**src/rtl/mmio_button_queue_if.sv**
```systemverilog
// mmio_button_queue_if
//   Data-memory bus slice shared by the processor and the button-event
//   peripheral.
//   address_dmem : processor data word address
//   wren         : processor store strobe
//   data         : processor store data
//   io_hit       : peripheral claims the current address (DATA or STATUS)
//   q_io         : peripheral read data, 0 when the address is not claimed
//   Modports: master = processor side, slave = peripheral side.
interface mmio_button_queue_if;
  logic [31:0] address_dmem;
  logic        wren;
  logic [31:0] data;
  logic        io_hit;
  logic [31:0] q_io;

  modport master (
    output address_dmem,
    output wren,
    output data,
    input  io_hit,
    input  q_io
  );

  modport slave (
    input  address_dmem,
    input  wren,
    input  data,
    output io_hit,
    output q_io
  );
endinterface

```
**src/rtl/mmio_button_queue.sv**
```systemverilog
// mmio_button_queue
//   Memory-mapped button-event peripheral. Raw buttons are synchronised,
//   debounced, turned into press events, arbitrated lowest index first and
//   buffered in a small FIFO that the processor reads over the data bus.
//
//   Ports:
//     clock       : system clock, rising edge
//     reset_n     : asynchronous active-low reset
//     btn_raw     : raw asynchronous button levels, 1 = pressed
//     bus         : data-memory bus slice (slave modport)
//                   DATA   at BASE_ADDR   reads {valid, 26'b0, event[4:0]}
//                   STATUS at BASE_ADDR+1 reads {27'b0, overflow, count[3:0]}
//                   STATUS write: data[0] pop, data[1] clear overflow,
//                   data[2] flush
//     irq_pending : registered, 1 while the FIFO holds at least one event
//
//   Optional feature: define BTN_RELEASE_EVT_EN to also queue release events
//   (event bit 4 = 1). Without it releases generate nothing and bit 4 is 0.
module mmio_button_queue #(
  parameter int unsigned NUM_BTN         = 4,
  parameter int unsigned DEBOUNCE_CYCLES = 1000000,
  parameter int unsigned FIFO_DEPTH      = 8,
  parameter logic [31:0] BASE_ADDR       = 32'd4098
) (
  input  logic                clock,
  input  logic                reset_n,
  input  logic [NUM_BTN-1:0]  btn_raw,
  mmio_button_queue_if.slave  bus,
  output logic                irq_pending
);

  localparam int unsigned CNT_W = (DEBOUNCE_CYCLES > 1) ? $clog2(DEBOUNCE_CYCLES) : 1;
  localparam logic [CNT_W-1:0] CNT_MAX = CNT_W'(DEBOUNCE_CYCLES - 1);
  localparam int unsigned PTR_W = $clog2(FIFO_DEPTH);
  localparam logic [PTR_W:0] DEPTH_CNT = (PTR_W + 1)'(FIFO_DEPTH);
  localparam logic [31:0] STATUS_ADDR = BASE_ADDR + 32'd1;

  logic [NUM_BTN-1:0] sync1_q;
  logic [NUM_BTN-1:0] sync2_q;
  logic [NUM_BTN-1:0] prev_q;
  logic [NUM_BTN-1:0] committed_q;
  logic [NUM_BTN-1:0] committed_d;
  logic [NUM_BTN-1:0] pending_q;
  logic [NUM_BTN-1:0] pending_d;
  logic [CNT_W-1:0]   cnt_q [NUM_BTN];
  logic [CNT_W-1:0]   cnt_d [NUM_BTN];

`ifdef BTN_RELEASE_EVT_EN
  logic [NUM_BTN-1:0] relPending_q;
  logic [NUM_BTN-1:0] relPending_d;
`endif

  logic       grantValid;
  logic [3:0] grantIdx;
  logic       grantRel;
  logic [4:0] pushEvent;

  logic [4:0]     mem_q [FIFO_DEPTH];
  logic [PTR_W-1:0] wrPtr_q;
  logic [PTR_W-1:0] wrPtr_d;
  logic [PTR_W-1:0] rdPtr_q;
  logic [PTR_W-1:0] rdPtr_d;
  logic [PTR_W:0]   count_q;
  logic [PTR_W:0]   count_d;
  logic             overflow_q;
  logic             overflow_d;
  logic             irq_q;

  logic       dataHit;
  logic       statusHit;
  logic       popReq;
  logic       clrOvfReq;
  logic       flushReq;
  logic       fifoEmpty;
  logic       fifoFull;
  logic       doPop;
  logic       doPush;
  logic       ovfSet;
  logic [4:0] headEvent;
  logic       unusedDataBits;

  // Synchroniser plus one extra stage holding the previous synced level
  // that the debounce counters compare against.
  always_ff @(posedge clock or negedge reset_n) begin
    if (!reset_n) begin
      sync1_q <= '0;
      sync2_q <= '0;
      prev_q  <= '0;
    end else begin
      sync1_q <= btn_raw;
      sync2_q <= sync1_q;
      prev_q  <= sync2_q;
    end
  end

  // Debounce: any change restarts the count; the level is committed once the
  // count has saturated at DEBOUNCE_CYCLES-1 with the input still stable.
  always_comb begin
    for (int i = 0; i < NUM_BTN; i++) begin
      cnt_d[i]       = cnt_q[i];
      committed_d[i] = committed_q[i];
      if (sync2_q[i] != prev_q[i]) begin
        cnt_d[i] = '0;
      end else if (cnt_q[i] != CNT_MAX) begin
        cnt_d[i] = cnt_q[i] + 1'b1;
      end else begin
        committed_d[i] = sync2_q[i];
      end
    end
  end

  // Arbiter: the lowest-index press is served first; release bits only get
  // a turn when no press is waiting. New edges are merged after clearing so
  // a fresh edge on the granted button is not lost.
  always_comb begin
    pending_d  = pending_q;
    grantValid = 1'b0;
    grantIdx   = '0;
    grantRel   = 1'b0;
    for (int i = 0; i < NUM_BTN; i++) begin
      if (!grantValid && pending_q[i]) begin
        grantValid   = 1'b1;
        grantIdx     = 4'(i);
        pending_d[i] = 1'b0;
      end
    end
`ifdef BTN_RELEASE_EVT_EN
    relPending_d = relPending_q;
    for (int i = 0; i < NUM_BTN; i++) begin
      if (!grantValid && relPending_q[i]) begin
        grantValid      = 1'b1;
        grantIdx        = 4'(i);
        grantRel        = 1'b1;
        relPending_d[i] = 1'b0;
      end
    end
    relPending_d = relPending_d | (committed_q & ~committed_d);
`endif
    pending_d = pending_d | (committed_d & ~committed_q);
  end

  assign pushEvent = {grantRel, grantIdx};

  assign dataHit   = (bus.address_dmem == BASE_ADDR);
  assign statusHit = (bus.address_dmem == STATUS_ADDR);
  assign bus.io_hit = dataHit | statusHit;

  assign popReq    = bus.wren & statusHit & bus.data[0];
  assign clrOvfReq = bus.wren & statusHit & bus.data[1];
  assign flushReq  = bus.wren & statusHit & bus.data[2];
  assign unusedDataBits = ^bus.data[31:3];

  assign fifoEmpty = (count_q == '0);
  assign fifoFull  = (count_q == DEPTH_CNT);

  // A flush overrides everything in the same cycle; a pop on a full FIFO
  // frees the slot the simultaneous push needs, so no overflow is raised.
  assign doPop  = popReq & ~fifoEmpty & ~flushReq;
  assign doPush = grantValid & ~flushReq & (~fifoFull | doPop);
  assign ovfSet = grantValid & ~flushReq & fifoFull & ~doPop;

  always_comb begin
    wrPtr_d    = wrPtr_q;
    rdPtr_d    = rdPtr_q;
    count_d    = count_q;
    overflow_d = overflow_q;
    if (flushReq) begin
      wrPtr_d = '0;
      rdPtr_d = '0;
      count_d = '0;
    end else begin
      if (doPush) begin
        wrPtr_d = wrPtr_q + 1'b1;
      end
      if (doPop) begin
        rdPtr_d = rdPtr_q + 1'b1;
      end
      if (doPush && !doPop) begin
        count_d = count_q + 1'b1;
      end else if (doPop && !doPush) begin
        count_d = count_q - 1'b1;
      end
    end
    if (clrOvfReq) begin
      overflow_d = 1'b0;
    end
    if (ovfSet) begin
      overflow_d = 1'b1;
    end
  end

  always_ff @(posedge clock or negedge reset_n) begin
    if (!reset_n) begin
      committed_q <= '0;
      pending_q   <= '0;
`ifdef BTN_RELEASE_EVT_EN
      relPending_q <= '0;
`endif
      for (int i = 0; i < NUM_BTN; i++) begin
        cnt_q[i] <= '0;
      end
      wrPtr_q    <= '0;
      rdPtr_q    <= '0;
      count_q    <= '0;
      overflow_q <= 1'b0;
      irq_q      <= 1'b0;
    end else begin
      committed_q <= committed_d;
      pending_q   <= pending_d;
`ifdef BTN_RELEASE_EVT_EN
      relPending_q <= relPending_d;
`endif
      for (int i = 0; i < NUM_BTN; i++) begin
        cnt_q[i] <= cnt_d[i];
      end
      wrPtr_q    <= wrPtr_d;
      rdPtr_q    <= rdPtr_d;
      count_q    <= count_d;
      overflow_q <= overflow_d;
      irq_q      <= (count_d != '0);
    end
  end

  // Storage needs no reset: entries are only visible through count/rdPtr.
  always_ff @(posedge clock) begin
    if (doPush) begin
      mem_q[wrPtr_q] <= pushEvent;
    end
  end

  assign headEvent   = fifoEmpty ? 5'd0 : mem_q[rdPtr_q];
  assign irq_pending = irq_q;

  always_comb begin
    bus.q_io = '0;
    if (dataHit) begin
      bus.q_io = {~fifoEmpty, 26'b0, headEvent};
    end else if (statusHit) begin
      bus.q_io = {27'b0, overflow_q, 4'(count_q)};
    end
  end

endmodule
```
**src/flat_wrapper.sv**
```systemverilog
// flat-port wrapper written by rule: the top's interface ports become plain ports
module mmio_button_queue_flat 
#(
  parameter int unsigned NUM_BTN         = 4,
  parameter int unsigned DEBOUNCE_CYCLES = 1000000,
  parameter int unsigned FIFO_DEPTH      = 8,
  parameter logic [31:0] BASE_ADDR       = 32'd4098
)
  (clock, reset_n, btn_raw, irq_pending, bus_address_dmem, bus_wren, bus_data, bus_io_hit, bus_q_io);
  mmio_button_queue_if bus_i ();
  input  logic clock;
  input  logic reset_n;
  input  logic [NUM_BTN-1:0] btn_raw;
  output logic irq_pending;
  input wire logic [$bits(bus_i.address_dmem)-1:0] bus_address_dmem;
  input wire logic [$bits(bus_i.wren)-1:0] bus_wren;
  input wire logic [$bits(bus_i.data)-1:0] bus_data;
  output wire logic [$bits(bus_i.io_hit)-1:0] bus_io_hit;
  output wire logic [$bits(bus_i.q_io)-1:0] bus_q_io;
  assign bus_i.address_dmem = bus_address_dmem;
  assign bus_i.wren = bus_wren;
  assign bus_i.data = bus_data;
  assign bus_io_hit = bus_i.io_hit;
  assign bus_q_io = bus_i.q_io;
  mmio_button_queue #(.NUM_BTN(NUM_BTN), .DEBOUNCE_CYCLES(DEBOUNCE_CYCLES), .FIFO_DEPTH(FIFO_DEPTH), .BASE_ADDR(BASE_ADDR)) u_core (.clock(clock), .reset_n(reset_n), .btn_raw(btn_raw), .bus(bus_i), .irq_pending(irq_pending));
endmodule
```
**config.mk**
```make
export PLATFORM = sky130hd
export DESIGN_NAME = mmio_button_queue_flat
export DESIGN_NICKNAME = d
export VERILOG_FILES = /design/src/rtl/mmio_button_queue_if.sv /design/src/rtl/mmio_button_queue.sv /design/src/flat_wrapper.sv
export SDC_FILE = /design/constraint.sdc
export NUM_CORES = 1
export LEC_CHECK = 0
export BUFFER_PORTS_ARGS = -buffer_cell sky130_fd_sc_hd__clkbuf_2
export CAP_MARGIN = 20
export CORE_UTILIZATION = 56
export CTS_BUF_LIST = sky130_fd_sc_hd__clkbuf_4 sky130_fd_sc_hd__clkbuf_8 sky130_fd_sc_hd__clkbuf_16
export DETAILED_ROUTE_END_ITERATION = 12
export PLACE_DENSITY = 0.82
export SYNTH_ARGS = -nofsm -noshare
export SYNTH_HDL_FRONTEND = slang
export SYNTH_SLANG_ARGS = --single-unit
```
**constraint.sdc**
```tcl
create_clock -name clock -period 8 [get_ports clock]
set_clock_uncertainty 0.15 [all_clocks]
set_input_delay 0.4 -clock clock [delete_from_list [all_inputs] [get_ports clock]]
set_output_delay 0.4 -clock clock [all_outputs]
set_load 0.02 [all_outputs]
```
# [After elaboration in Yosys (flattened, before gate mapping)]
# Memories as Yosys holds them, arrays and structs flattened.
# Index checks and enable logic that the tools add are counted.
[classes] n_mux=40 n_bitwise=19 n_addsub=8 n_eq_ne=11 reduce_logical=19
[ops] op="20-bit two-way mux" count=8
[ops] op="20-bit by 1-bit adder with 20-bit output, second input constant" count=4
[ops] op="20-bit inequality test, second input constant" count=4
[ops] op="32-bit by 13-bit equality test with 1-bit output, second input constant" count=2
[ops] op="32-bit two-way mux" count=1
[ops] op="1-bit two-way mux" count=20
[ops] op="2-bit nonzero test" count=7
[ops] op="3-bit two-way mux" count=4
[ops] op="4-bit two-way mux" count=3
[ops] op="1-bit AND" count=10
[ops] op="5-bit two-way mux" count=2
[ops] op="3-bit by 1-bit adder with 3-bit output, second input constant" count=2
[ops] op="1-bit logical AND" count=5
[ops] op="1-bit zero test" count=5
[ops] op="4-bit by 1-bit adder with 4-bit output, second input constant" count=1
[ops] op="4-bit AND" count=1
[ops] op="4-bit equality test, second input constant" count=1
[ops] op="4-bit zero test" count=1
[ops] op="2-bit two-way mux" count=2
[ops] op="1-bit inequality test" count=4
[ops] op="1-bit NOT" count=4
[ops] op="4-bit NOT" count=1
[ops] op="4-bit bitwise OR" count=1
[ops] op="4-bit nonzero test" count=1
[ops] op="other kinds (2)" count=3
[totals] output_inout_bits=34 memories=1 ram_bits=16 register_bits=112 elab_cells=112 in_bits=71
[memory_table] memory="u_core.mem_q" words=8 width=2 read_ports=1 rd_ports_with_merged_regs=0 wr=1 line="mmio_button_queue.sv:58" rtl="logic [4:0] mem_q [FIFO_DEPTH];"

# [Logic depth before layout (Yosys ltp)]
[depth] ltp_word=18 mapped_depth=10 mapped_depth_nobuf=9

# [Least setup slack after synthesis]
# No wires, ideal clock.
[synth_path] kind="input-to-reg" startpoint="in bus_address_dmem[13]" endpoint="mem u_core.mem_q[0][0] (netlist bit) (enable)" arrival_time_ns=2.141 stages=7 setup_ns=0.329 t_required_ns=7.521 setup_slack_ns=5.381 n_path_buf=0 path_cell_list="nor4b_1 > nand4_1 > nor3_4 > nand2_1 > a221oi_2 > nand2b_1 > nor3_1"
[synth_via] elab_chain_cells=9 elab_cells_between_ends=12 cone_classes="eq/ne: 1; mux: 2; bitwise: 9"
[synth_rtl] element="from (decl)" line="flat_wrapper.sv:15" rtl="input wire logic [$bits(bus_i.address_dmem)-1:0] bus_address_dmem;"
[synth_rtl] element="32-bit by 13-bit equality test with 1-bit output *" line="mmio_button_queue.sv:145" rtl="assign statusHit = (bus.address_dmem == STATUS_ADDR);"
[synth_rtl] element="1-bit AND *" line="mmio_button_queue.sv:148, mmio_button_queue.sv:150"
[synth_rtl] element="1-bit AND (on tied branches)" line="mmio_button_queue.sv:148, mmio_button_queue.sv:150"
[synth_rtl] element="1-bit AND or 1-bit NOT (tied branches)" line="mmio_button_queue.sv:158, mmio_button_queue.sv:159"
[synth_rtl] element="1-bit AND" line="mmio_button_queue.sv:158" rtl="assign doPop = popReq & ~fifoEmpty & ~flushReq;"
[synth_rtl] element="1-bit bitwise OR" line="mmio_button_queue.sv:159" rtl="assign doPush = grantValid & ~flushReq & (~fifoFull | doPop);"
[synth_rtl] element="1-bit AND *" line="mmio_button_queue.sv:159"
[synth_rtl] element="1-bit two-way mux *" line="mmio_button_queue.sv:226" rtl="if (doPush) begin"
[synth_rtl] element="1-bit two-way mux (implied by the code) *" line="mmio_button_queue.sv:227" rtl="mem_q[wrPtr_q] <= pushEvent;"
[synth_rtl] element="to (decl)" line="mmio_button_queue.sv:58"
# Mark *: on every way between the ends. The rest lies on a longest branch, timed or not.

# [Worst setup path in the final report]
[layout_path] startpoint="reg u_core.count_q[0]" endpoint="mem u_core.mem_q[0][1] (netlist bit) (enable)"
[layout_via] elab_chain_cells=8 elab_cells_between_ends=10 cone_classes="eq/ne: 1; mux: 2; bitwise: 6; reduce/logical: 1"
[layout_rtl] element="from (decl)" line="mmio_button_queue.sv:63" rtl="logic [PTR_W:0] count_q;"
[layout_rtl] element="from (signal assigned)" line="mmio_button_queue.sv:218" rtl="count_q <= count_d;"
[layout_rtl] element="4-bit zero test" line="mmio_button_queue.sv:153" rtl="assign fifoEmpty = (count_q == '0);"
[layout_rtl] element="1-bit NOT" line="mmio_button_queue.sv:158"
[layout_rtl] element="1-bit AND (2 in a row)" line="mmio_button_queue.sv:158"
[layout_rtl] element="1-bit bitwise OR *" line="mmio_button_queue.sv:159"
[layout_rtl] element="1-bit AND *" line="mmio_button_queue.sv:159"
[layout_rtl] element="1-bit two-way mux *" line="mmio_button_queue.sv:226"
[layout_rtl] element="1-bit two-way mux (implied by the code) *" line="mmio_button_queue.sv:227"
# Marked as above.

==> run_results.csv <==
group,metric,value,unit
critical_path,cp.required,7.91,ns
sta,period_share,37.81,%
logic_synthesis,postSynthCellCount,639,
die,die_h,108.9,um
sta,totalNegativeSetupSlack,0,ns
die,die_w,108.9,um
placed_design,numPlacedInstances,818,
layout,final_nets,781,
routing,routed_wl,12350,um
critical_path,rr_startpoint,"u_core.count_q[0]",
sta,period_minus_slack,3.025,ns
job,max_cap_viol_count,0,
layout,final_cell_mix,"dfrtp_1, nor2_1, nand2_1, clkbuf_2, xor2_1",
clock_network,cts_buffer_depth,2,
min_path,whs_path_depth,3,
logic_synthesis,synth_area,6404,um^2
die,rows,38,
routing,vias,4857,
routing,vias_per_cell,5.687,
routing,wl_per_cell,14.46,um
placed_design,place.gp.congestion,0.8284,
critical_path,crit_path_start_kind,"flip-flop",
critical_path,r2r_slack,4.97,ns
logic_synthesis,synthAdderAreaFrac,1.563,%
critical_path,crit_type,"flip-flop to flip-flop",
logic_synthesis,synthMuxAreaShare,3.029,%
routing,ant_nets,0,
layout,syn2layout_area_growth,14.46,%
routing,drt_first_pass_iters,4,
die,die_area,11870,um^2
clock_network,numCtsBuffers,17,
global_routing,grt_max_degree,72,
placed_design,place_hpwl,8462,um
global_routing,antenna_found_initial,0,
die,start_util,58.30,%
sta,fmax,0.3306,GHz
clock_network,cts_tree,"done",
power_and_ir_drop,p_per_area,203.9,nW/um^2
clock_network,clock-sinks,128,
clock_network,cts_root_buf,"clkbuf_16",
logic_synthesis,ys_warn_count,0,
power_and_ir_drop,power_leakage,3.238,nW
sta,finalSetupViolCount,0,
layout,seq_area,3283,um^2
critical_path,cp_max_fo,8,
critical_path,endpoint_kind,"flip-flop",
logic_synthesis,syn_area_per_cell,10.02,um^2
clock_network,clk_pin_slew_worst_paths,0.05,ns
critical_path,regToRegEndpoint,"u_core.mem_q[0][1]",
logic_synthesis,synth_seq_cells,128,
die,io_pins,105,
status,status,"completed",
logic_synthesis,synth_top_family_by_area,"simple AND/OR/NAND/NOR gates",
sta,slew_viol_final,0,
global_routing,overflow,0,
routing,remaining_drc_errors,0,
global_routing,grt_pass1_vias,4861,
critical_path,worstRegToRegCells,8,
sta,hold_violations,0,
logic_synthesis,ys.flop_type,"dfrtp_1",
placed_design,port_buffers,49,
layout,final_common_cell,"dfrtp_1",
min_path,worst_hold_path.endpoint,"u_core.overflow_q",
layout,fillCellCount,778,
die,design.core.area,10980,um^2
layout,multi_input_area,2912,um^2
layout,final_cells,854,
critical_path,crit_arrival,2.94,ns
clock_network,h-tree-depth,4,
layout,antenna_cells,0,
sta,tightestPinTransition,0.8607,ns
global_routing,grt_pass1_wl,21180,um
routing,drt-initial-drc-count,318,
logic_synthesis,yosys.area_share.simple,24.91,%
clock_network,post_cts_resized,0,
logic_synthesis,synth-compound-area-share,5.823,%
logic_synthesis,synth_edf_count,16,
logic_synthesis,synth-xor-area-share,8.617,%
clock_network,postCtsSetupRepairBufs,0,
logic_synthesis,yosysSeqAreaShare,51.27,%
clock_network,hold_buffers,5,
sta,rsz0062_at_grt,"false",
power_and_ir_drop,vdd_drop_max,0.1536,mV
min_path,hp-class,"primary input to flip-flop",
sta,max_slew_margin,42.62,%
min_path,worstHoldStart,"bus_data[1]",
logic_synthesis,synth.distinct_cells,56,
global_routing,grt_util_all_layers,23.04,%
layout,drive_gt1_share,14.15,%
logic_synthesis,synth-async-reset-ratio,87.50,%
clock_network,clk_latency,0.41,ns
worst max-delay path, cell delays in order (launching register included):
cell and delay [ns]:
dfrtp_1 0.49, inv_1 0.10, ha_1 0.23, or3b_1 0.26
and2_1 0.31, nand2_1 0.13, a221oi_2 0.43, nand2b_1 0.21
nor3_1 0.36
cell families (layout without fill, tap and decap cells):
kind of cell,after synthesis,count (layout)
buffers and inverters,54,104
and+or+nand+nor,309,309
DFF,128,128
adders and majority gates,8,8
xor gates and xnor gates,63,63
muxes,14,14
AOI/OAI and AO/OA,62,62
other,1,26
routing by layer:
metal / vias to the layer above / track usage (%) / wire, um
li1: 2309 / - / -
met1: 2385 / 27.20 / 5240
met2: 141 / 40.21 / 6309
met3: 22 / 5.021 / 581
met5: - / 0 / 0
met4: 0 / 10.23 / 215
cells in the mapped netlist, drive strengths merged (2+ instances only):
library cell	number	share of area, %
or4	3	0.35
and3	12	1.2
mux2	3	0.53
o21bai	2	0.23
clkbuf	12	0.70
inv	13	0.76
o31ai	2	0.23
o21ai	22	1.7
nand2	55	3.2
mux2i	7	1.1
a211o	2	0.27
nand3	33	2.6
nor2	104	6.1
nor4b	5	0.68
ha	8	1.6
or3	8	0.78
nor4	13	2.0
a21oi	24	1.9
nor3	22	1.9
xnor2	20	2.7
nand4	22	2.4
edfxtp	16	7.5
nand2b	8	0.78
xor2	43	5.9
mux4	4	1.4
and2	8	0.78
nand3b	3	0.35
dfrtp	112	44
buf	29	3.3
and4	6	0.86
o32ai	2	0.27
power breakdown:
part	leakage [nW]	total [mW]	switching, mW	internal, mW
logic	1.29	0.0783	0.0528	0.0255
registers	1.66	0.684	0.0135	0.671
clock network	0.287	0.731	0.262	0.470
state kept, by name, indices dropped and copies added, names as in the netlist:
signal	count
u_core.sync1_q	4
u_core.count_q	4
u_core.cnt_q	80
u_core.prev_q	4
u_core.wrPtr_q	3
u_core.mem_q	16
u_core.sync2_q	4
u_core.rdPtr_q	3
u_core.irq_pending	1
u_core.overflow_q	1
u_core.pending_q	4
u_core.committed_q	4
layout make-up:
type	count	area share, %
sequential	128	44.79
clock inverter	6	0.7853
tap	140	2.390
multi-input combinational	482	39.72
timing repair buffer	60	4.677
clock buffer	25	6.965
inverter	13	0.6658
worst max path at each step:
stage                                     from            endpoint  depth (start not counted)
final                        u_core.count_q[0]  u_core.mem_q[0][1]                          8
after detailed placement  bus_address_dmem[13]  u_core.mem_q[0][1]                          8
after CTS                    u_core.count_q[0]  u_core.mem_q[0][1]                          8
after global placement     bus_address_dmem[8]  u_core.mem_q[0][0]                          8
after global routing         u_core.count_q[0]  u_core.mem_q[0][1]                          8
after floorplan           bus_address_dmem[13]  u_core.mem_q[0][0]                          7
stage by stage:
step / util (%) / instance area [um^2] / total power [mW] / setup slack (ns) / hold slack, ns
floorplan: - / 6497 / 0.7458 / 5.381 / -0.04559
global placement: 61.11 / 6711 / 0.7661 / 4.957 / 0.1858
detailed placement: 61.11 / 6711 / 0.7705 / 4.815 / 0.1879
CTS: 66.74 / 7330 / 1.506 / 4.999 / 0.1385
global route: 66.74 / 7330 / 1.544 / 4.755 / 0.1543
finish: 66.74 / 7330 / 1.494 / 4.975 / 0.1553
Note: power is estimated with default switching activity, not from simulation.
